--- src/rtl/cpu_types_pkg.sv ---
// Shared CPU types for the fetch front end: machine word, HALT encoding,
// prefetch queue entry layout and prefetch queue state encoding.
package cpu_types_pkg;

    typedef logic [31:0] word_t;

    // Encoding of the HALT instruction; fetching stops once it is captured.
    localparam word_t HALT_INSTR = 32'hFFFF_FFFF;

    // One prefetch queue slot: the PC a word was fetched from and the word.
    typedef struct packed {
        word_t pc;
        word_t instr;
    } fq_entry_t;

    typedef enum logic {
        FQ_FETCH  = 1'b0,
        FQ_HALTED = 1'b1
    } fq_state_t;

    // Sequential successor of a PC; wraps modulo 2^32.
    function automatic word_t next_pc(input word_t pc);
        return pc + 32'd4;
    endfunction

endpackage

--- src/rtl/fetch_queue.sv ---
// Instruction prefetch queue between the fetch unit and decode. Owns the
// imem read request, captures {pc, instr} pairs into a circular buffer and
// presents the oldest one to decode over a valid/ready handshake. Stops
// requesting after a HALT word is captured; flush drops everything queued.
module fetch_queue
    import cpu_types_pkg::*;
#(
    parameter int DEPTH = 4
) (
    input  logic                    CLK,
    input  logic                    RST,
    input  logic [31:0]             imemaddr,
    input  logic                    ihit,
    input  logic [31:0]             imemload,
    output logic                    iREN,
    output logic                    fetch_adv,
    input  logic                    flush,
    input  logic                    deq_ready,
    output logic                    out_valid,
    output logic [31:0]             out_instr,
    output logic [31:0]             out_pc,
    output logic [31:0]             out_npc,
    output logic [$clog2(DEPTH):0]  count,
    output logic                    halted
);

    localparam int PTR_W = $clog2(DEPTH);
    localparam int CNT_W = PTR_W + 1;
    localparam logic [CNT_W-1:0] FULL_COUNT = CNT_W'(DEPTH);
    localparam logic [PTR_W-1:0] PTR_ONE    = PTR_W'(1);
    localparam logic [CNT_W-1:0] CNT_ONE    = CNT_W'(1);

    fq_state_t         state;
    fq_state_t         state_next;
    logic [PTR_W-1:0]  head;
    logic [PTR_W-1:0]  tail;
    fq_entry_t         mem [DEPTH];
    fq_entry_t         head_entry;

    logic              is_full;
    logic              is_empty;
    logic              enq;
    logic              deq;

    assign is_full  = (count == FULL_COUNT);
    assign is_empty = (count == '0);

    // Request decode and next-state logic for the FETCH/HALTED machine.
    // NOTE: every output of this block gets a default first so no path leaves
    // it unassigned; that is what keeps combinational blocks latch-free.
    always_comb begin
        state_next = state;
        iREN       = 1'b0;
        fetch_adv  = 1'b0;

        if (state == FQ_FETCH) begin
            iREN = !is_full;
        end

        // Reset forces the request off combinationally, ahead of the edge.
        if (RST) begin
            iREN = 1'b0;
        end

        // A word is captured only when requested, returned and not squashed.
        fetch_adv = iREN & ihit & ~flush;

        if (fetch_adv && (imemload == HALT_INSTR)) begin
            state_next = FQ_HALTED;
        end

        // Redirect beats the halt transition and reopens fetching.
        if (flush) begin
            state_next = FQ_FETCH;
        end
    end

    assign enq = fetch_adv;
    assign deq = out_valid & deq_ready & ~flush;

    // State register for the fetch/halt machine.
    // NOTE: sequential state is written with non-blocking assignments so all
    // registers sample their inputs from the same pre-edge values.
    always_ff @(posedge CLK) begin
        if (RST) begin
            state <= FQ_FETCH;
        end else begin
            state <= state_next;
        end
    end

    // Head/tail pointers and occupancy; flush empties the queue in one cycle.
    always_ff @(posedge CLK) begin
        if (RST || flush) begin
            head  <= '0;
            tail  <= '0;
            count <= '0;
        end else begin
            if (enq) begin
                tail <= tail + PTR_ONE;
            end
            if (deq) begin
                head <= head + PTR_ONE;
            end
            case ({enq, deq})
                2'b10:   count <= count + CNT_ONE;
                2'b01:   count <= count - CNT_ONE;
                default: count <= count;
            endcase
        end
    end

    // Entry storage; written at the tail on every capture.
    // NOTE: this array is deliberately reset so the head outputs read zero
    // during and straight after reset; flush leaves it alone because
    // out_valid already masks stale slots.
    always_ff @(posedge CLK) begin
        if (RST) begin
            for (int i = 0; i < DEPTH; i++) begin
                mem[i] <= '0;
            end
        end else if (enq) begin
            mem[tail] <= '{pc: imemaddr, instr: imemload};
        end
    end

    // Head outputs come straight from storage, so nothing from ihit or
    // imemload reaches them within the same cycle.
    assign head_entry = mem[head];
    assign out_valid  = !is_empty;
    assign out_instr  = head_entry.instr;
    assign out_pc     = head_entry.pc;
    assign out_npc    = next_pc(head_entry.pc);
    assign halted     = (state == FQ_HALTED);

endmodule

--- config.mk ---
export PLATFORM = sky130hd
export DESIGN_NAME = fetch_queue
export DESIGN_NICKNAME = d
export VERILOG_FILES = /design/src/rtl/cpu_types_pkg.sv /design/src/rtl/fetch_queue.sv
export SDC_FILE = /design/constraint.sdc
export NUM_CORES = 1
export LEC_CHECK = 0
export CELL_PAD_IN_SITES_DETAIL_PLACEMENT = 0
export CELL_PAD_IN_SITES_GLOBAL_PLACEMENT = 1
export CORE_ASPECT_RATIO = 0.9
export CORE_MARGIN = 2
export CORE_UTILIZATION = 30
export CTS_CLUSTER_DIAMETER = 60
export DETAILED_ROUTE_END_ITERATION = 16
export PLACE_DENSITY_LB_ADDON = 0.1
export SLEW_MARGIN = 20
export SYNTH_ARGS = -nofsm -noshare
export SYNTH_HDL_FRONTEND = slang
export SYNTH_SLANG_ARGS = --single-unit
--- constraint.sdc ---
create_clock -name CLK -period 4.8 [get_ports CLK]
set_input_delay 0.72 -clock CLK [delete_from_list [all_inputs] [get_ports CLK]]
set_output_delay 0.72 -clock CLK [all_outputs]
set_load 0.03 [all_outputs]
==> results of run 1 <==
-- power by group through the flow --
| stage | clock, mW | combinational [mW] | sequential, mW |
|---|---|---|---|
| 2_1_floorplan | 0 | 0.233 | 2.70 |
| 3_3_place_gp | 0 | 0.487 | 2.71 |
| 3_5_place_dp | 0 | 0.485 | 2.71 |
| 4_1_cts | 2.53 | 0.487 | 2.66 |
| 5_1_grt | 2.61 | 0.507 | 2.67 |
| 6_report | 2.46 | 0.474 | 2.66 |
-- metrics by stage --
step,setup WS (ps),power [mW],cell area (um2),hold slack (ps)
2_1_floorplan,1420,2.94,12300,485
3_3_place_gp,657,3.20,14600,520
3_5_place_dp,622,3.20,14600,536
4_1_cts,63.9,5.68,15700,547
5_1_grt,174,5.79,15700,579
6_report,424,5.60,15700,548
-- worst max-delay path, stage by stage, from the launching register on --
cell and delay (ps):
dfxtp_4 570, buf_4 350, mux4_1 680, and3_1 230
nand3_1 310, nor3_1 110, xnor2_1 190, clkdlybuf4s50_1 700
-- sequential cells by signal (all words and copies together), names as in the netlist, named ones only --
register	cells
tail	2
mem	256
count	3
head	2
halted	1
-- routing by layer --
layer / up-vias / part of all wire, % / track usage, %
li1: 3229 / - / -
met4: 0 / 1.4 / 2.99
met2: 168 / 47 / 25.2
met3: 34 / 4.3 / 2.43
met5: - / 0 / 0
met1: 3498 / 47 / 21.6
-- layout make-up --
| type | count | area, um2 | area share (%) |
|---|---|---|---|
| clock buffers | 47 | 963 | 6.14 |
| clock inverters | 13 | 109 | 0.693 |
| inverters | 10 | 37.5 | 0.239 |
| multi-input cells | 451 | 4100 | 26.1 |
| flip-flops and latches | 266 | 7900 | 50.3 |
| well taps | 540 | 676 | 4.30 |
| repair buffers | 193 | 1910 | 12.2 |
-- logic make-up after synthesis --
family / Yosys count
xor gates and xnor gates: 34
adders and majority gates: 3
DFF: 266
muxes: 66
and+or+nand+nor: 340
AOI/OAI and AO/OA: 8
buffers and inverters: 59
-- worst min-delay path by stage --
stage	end	startpoint
after floorplan	flip-flop	head[1]$_SDFFE_PP0P_
after global placement	head[0]$_SDFFE_PP0P_	head[0]$_SDFFE_PP0P_
after detailed placement	head[0]$_SDFFE_PP0P_	head[0]$_SDFFE_PP0P_
after CTS	head[0]$_SDFFE_PP0P_	head[0]$_SDFFE_PP0P_
after global routing	head[0]$_SDFFE_PP0P_	head[0]$_SDFFE_PP0P_
final	head[0]$_SDFFE_PP0P_	head[0]$_SDFFE_PP0P_
-- cell usage after synthesis (all sizes together) --
master   count
a2111oi      1
a211oi       1
a21oi        2
a31o         1
a31oi        1
and2       261
and3         4
and3b        1
and4         3
buf         18
clkbuf      31
dfxtp       10
edfxtp     256
fa           1
ha           2
inv         10
mux2i        2
mux4        64
nand2       14
nand2b       1
nand3        8
nand4       12
nor2        13
nor3         8
nor3b        1
nor4         8
o21ai        1
o22ai        1
or2          4
or3          2
xnor2       14
xor2        20
-- timing repair --
action,4_1_cts,5_1_grt
setup endpoints to repair,0,4
endpoints found under the hold margin,0,0
gates resized for setup,0,0
buffers inserted,0,2
==> results.toml, run 1 <==
[outcome]
status = "finished, final reports clean"

[yosys]
yosys.area_share.adder_pct = 0.367
syn_area_um2 = 12300
synthCells = 776
synth-xor-area-share_pct = 2.43
yosysUniqueCellTypes = 43
ys_seq_area_share_pct = 64.2
synth-seq-cells = 266
synth_simple_gate_area_share_pct = 17.3
avgSynthCellArea_um2 = 15.8
yosys.area.top_type_share_pct = 62.6
syn_nets = 848
synth_top_family_by_area = "simple AND/OR/NAND/NOR gates"
synthMuxAreaShare_pct = 12.5
yosys.area.top_type = "edfxtp_1"
synth_compound_area_share_pct = 0.581
yosysWarningCount = 0
synthTopCellsByArea = "edfxtp_1 (63%), and2_1 (13%), mux4_2 (8.1%), mux4_1 (4.3%), dfxtp_1 (1.6%)"

[timing]
worstMarginPinSlew_ps = 864
finClkSkew_ps = 15.9
relSlewSlack_pct = 42.4
fin_tns_setup_ps = 0
hold_viol_final = 0
rsz0062_at_grt = "no"
slew_viol_final = 0
fmax_mhz = 229
setup_viol_count_final = 0
period_share_pct = 91.2
min_period_ps = 4380

[route]
routed_wl_mm = 32.6
dr.first_iter.drc_count = 403
vias_per_cell = 4.56
dr.pass1.iters = 4
vias = 6929
antenna_left = 0
drc = 0
wl_per_cell_um = 21.4

[floorplan]
die_w_um = 217
rows = 70
coreArea_um2 = 40500
start_util_pct = 30.3
die_h_um = 196
die-area_um2 = 42600
ioPinCount = 172

[worst_setup_path]
ff2ff_path_depth = 6
cp-start-kind = "flip-flop"
crit_path_max_fanout = 20
r2r-start = "count[0]$_SDFFE_PP0P_"
worstSetupEndpointType = "output pin"
arrival_ps = 3660
regToRegSetupSlack_ps = 2150
worst_ep_required_time_ps = 4080
crit_type = "reg -> out"
crit_end = "out_npc[25]"
worst_r2r_endpoint = "mem[2][4]$_SDFFCE_PN0P_"

[pwr]
p_seq_share_pct = 47.6
power_frac_comb_pct = 8.5
intPower_mw = 4.34
swShare_pct = 22.4
power_frac_clock_pct = 44.0
p_switching_mw = 1.25
p_per_area_nw_per_um2 = 357
ir_worst_vdd_mv = 0.210
leakage_nw = 5.58

[grt]
grt_overflow_total = 0
grt.total_usage_pct = 15.3
grt_pass1_wl_mm = 48.5
antenna_found_initial = 0
grt_pass1_vias = 7425
grt_max_degree = 65

[cells_and_area]
num_antenna_cells = 0
final_cells = 1520
nFillCells = 3858
final_util_pct = 38.8
drive_above_1_share_pct = 13.6
area_delta_synth_final_pct = 27.8
layout_commonest_cell = "and2_1"
final_cell_mix = "and2_1 (260), edfxtp_1 (256), clkdlybuf4s50_1 (166), mux4_2 (44), clkbuf_16 (37)"
nets = 1028

[clock_network]
cts.sinks = 266
cts_tree = "yes"
clk_pin_slew_ps = 60
cts_buffers = 34
cts-hold-fix-buffers = 0
htree_levels = 2
clockBufferDepth = 3
cts_root_buf = "clkbuf_16"
clk_latency_ps = 500

[job]
drv_cap = 0

[placement]
globalplace.congestion = 0.696
dp.cells = 1458
portBuffers = 171
hpwl_mm = 19.3

[hold_path]
hold_depth = 2
hold_class = "reg -> reg"
Note: power is estimated with default switching activity, not from simulation.
==> run 2: changes to the inputs <==
--- a/config.mk
+++ b/config.mk
@@ -17,3 +17,4 @@
 export SYNTH_ARGS = -nofsm -noshare
 export SYNTH_HDL_FRONTEND = slang
 export SYNTH_SLANG_ARGS = --single-unit
+export TNS_END_PERCENT = 100
==> results of run 2 <==
The final DEF is identical to that of run 1; final timing and power are the same.
==> run 3: changes to the inputs <==
--- a/config.mk
+++ b/config.mk
@@ -12,7 +12,9 @@
 export CORE_UTILIZATION = 30
 export CTS_CLUSTER_DIAMETER = 60
 export DETAILED_ROUTE_END_ITERATION = 16
+export DONT_BUFFER_PORTS = 1
 export PLACE_DENSITY_LB_ADDON = 0.1
+export SETUP_SLACK_MARGIN = 0.3
 export SLEW_MARGIN = 20
 export SYNTH_ARGS = -nofsm -noshare
 export SYNTH_HDL_FRONTEND = slang
==> results.toml, run 3 (synthesis results as in run 1) <==
[pwr]
ir_worst_vdd_mv = 0.233
swShare_pct = 22.0
total_power_mw = 5.55
p_seq_share_pct = 48.0
power_frac_comb_pct = 5.7
p_switching_mw = 1.22
leakage_nw = 4.98
p_per_area_nw_per_um2 = 393
intPower_mw = 4.33
power_frac_clock_pct = 46.3

[timing]
worstMarginPinSlew_ps = 978
min_period_ps = 4120
period_share_pct = 85.9
setup_viol_count_final = 0
fin_ws_ps = 675
hold_viol_final = 0
relSlewSlack_pct = 34.4
slew_viol_final = 0
fin_tns_setup_ps = 0
fmax_mhz = 242
rsz0062_at_grt = "no"
finClkSkew_ps = 17.0

[cells_and_area]
regArea_um2 = 7900
top_register = "mem"
multi_input_area_um2 = 4100
layout_commonest_cell = "and2_1"
nets = 861
reg_top3 = "mem: 256 flops, count: 3 flops"
drive_above_1_share_pct = 17.3
final_cell_mix = "and2_1 (260), edfxtp_1 (256), mux4_2 (46), clkbuf_16 (37)"
final_util_pct = 34.9
final_area_um2 = 14100
nFillCells = 3875
largest_reg_flops = 256
area_delta_synth_final_pct = 14.9

[floorplan]
die_h_um = 196
start_util_pct = 30.3
rows = 70
die_w_um = 217
ioPinCount = 172
die-area_um2 = 42600
coreArea_um2 = 40500

[worst_setup_path]
worstSetupEndpointType = "output pin"
arrival_ps = 3400
critical_path_buf_inv_count = 0
crit_path_max_fanout = 31
max_stage_delay_ps = 660
cp_top_family = "simple AND/OR/NAND/NOR gates"
crit_type = "reg -> out"
cp_cell_sequence = "mux4_1 -> and3_1 -> nand3_1 -> nor4_2 -> xor2_1"
cp-start-kind = "flip-flop"
slowest_stage = "dfxtp_4"
worst_ep_required_time_ps = 4080

[grt]
antenna_found_initial = 1
grt_pass1_wl_mm = 47.3
grt.total_usage_pct = 15.2
grt_overflow_total = 0
grt_max_degree = 65
grt_pass1_vias = 7085

[route]
dr.first_iter.drc_count = 383
drc = 0
wl_per_cell_um = 23.8
routed_wl_mm = 32.2
dr.pass1.iters = 6
vias_per_cell = 4.79
vias = 6492
antenna_left = 0

[job]
drv_cap = 0

[clock_network]
htree_levels = 2
clk_pin_slew_ps = 60
cts.sinks = 266
clk_latency_ps = 510
clockBufferDepth = 3
cts_tree = "yes"
cts_buffers = 34
cts_root_buf = "clkbuf_16"

[hold_path]
hold_class = "in -> reg"

[outcome]
status = "finished, final reports clean"

[placement]
placed_area_um2 = 12900
globalplace.congestion = 0.757
hpwl_mm = 18.2
portBuffers = 0
place_ws_ps = 543
[run 3: path summary, 6_finish.rpt]
kind / cells past startpoint / slack, ps / to / startpoint
worst max-delay path: 5 / 680 / out_npc[27] / flip-flop
worst min-delay path: 1 / 400 / mem[3][15]$_DFFE_PP_ / imemload[15]
worst max register to register: 6 / 1610 / mem[2][11]$_SDFFCE_PN0P_ / count[1]$_SDFFE_PP0P_
worst min register to register: 2 / 550 / flip-flop / head[0]$_SDFFE_PP0P_
[run 3: power by group through the flow]
stage	Combinational (mW)	Sequential (mW)	Clock (mW)
finish	0.315	2.66	2.57
global route	0.337	2.67	2.73
CTS	0.326	2.67	2.63
detailed placement	0.325	2.71	0
global placement	0.325	2.71	0
floorplan	0.233	2.70	0
[run 3: repair_timing]
action                                  4_1_cts  5_1_grt
endpoints found under the setup margin       12       10
buffers inserted                              1        1
pin swaps                                     1        0
hold buffers                                  0        0
cloned                                        0        0
resized for setup                             1        2
[run 3: per-stage QoR]
step,hold slack (ps),instances
6_report,403,1356
3_5_place_dp,534,1291
3_3_place_gp,521,1291
5_1_grt,373,1354
2_1_floorplan,485,776
4_1_cts,374,1353
[run 3: layer usage]
layer	share of wire [%]	vias up	GRT usage, %	wire [um]
li1	-	2900	-	-
met1	42	3378	19.0	13700
met2	49	170	25.7	15900
met3	6.3	44	4.17	2050
met4	2.0	0	4.26	660
met5	0	-	0	0
[run 3: final cells by class]
type / count / area share [%]
clock inverters: 21 / 1.42
well taps: 540 / 4.79
clock buffers: 40 / 6.64
inverters: 10 / 0.266
repair buffers: 26 / 1.85
flip-flops and latches: 266 / 56.0
diodes: 2 / 0.0355
multi-input cells: 451 / 29.0
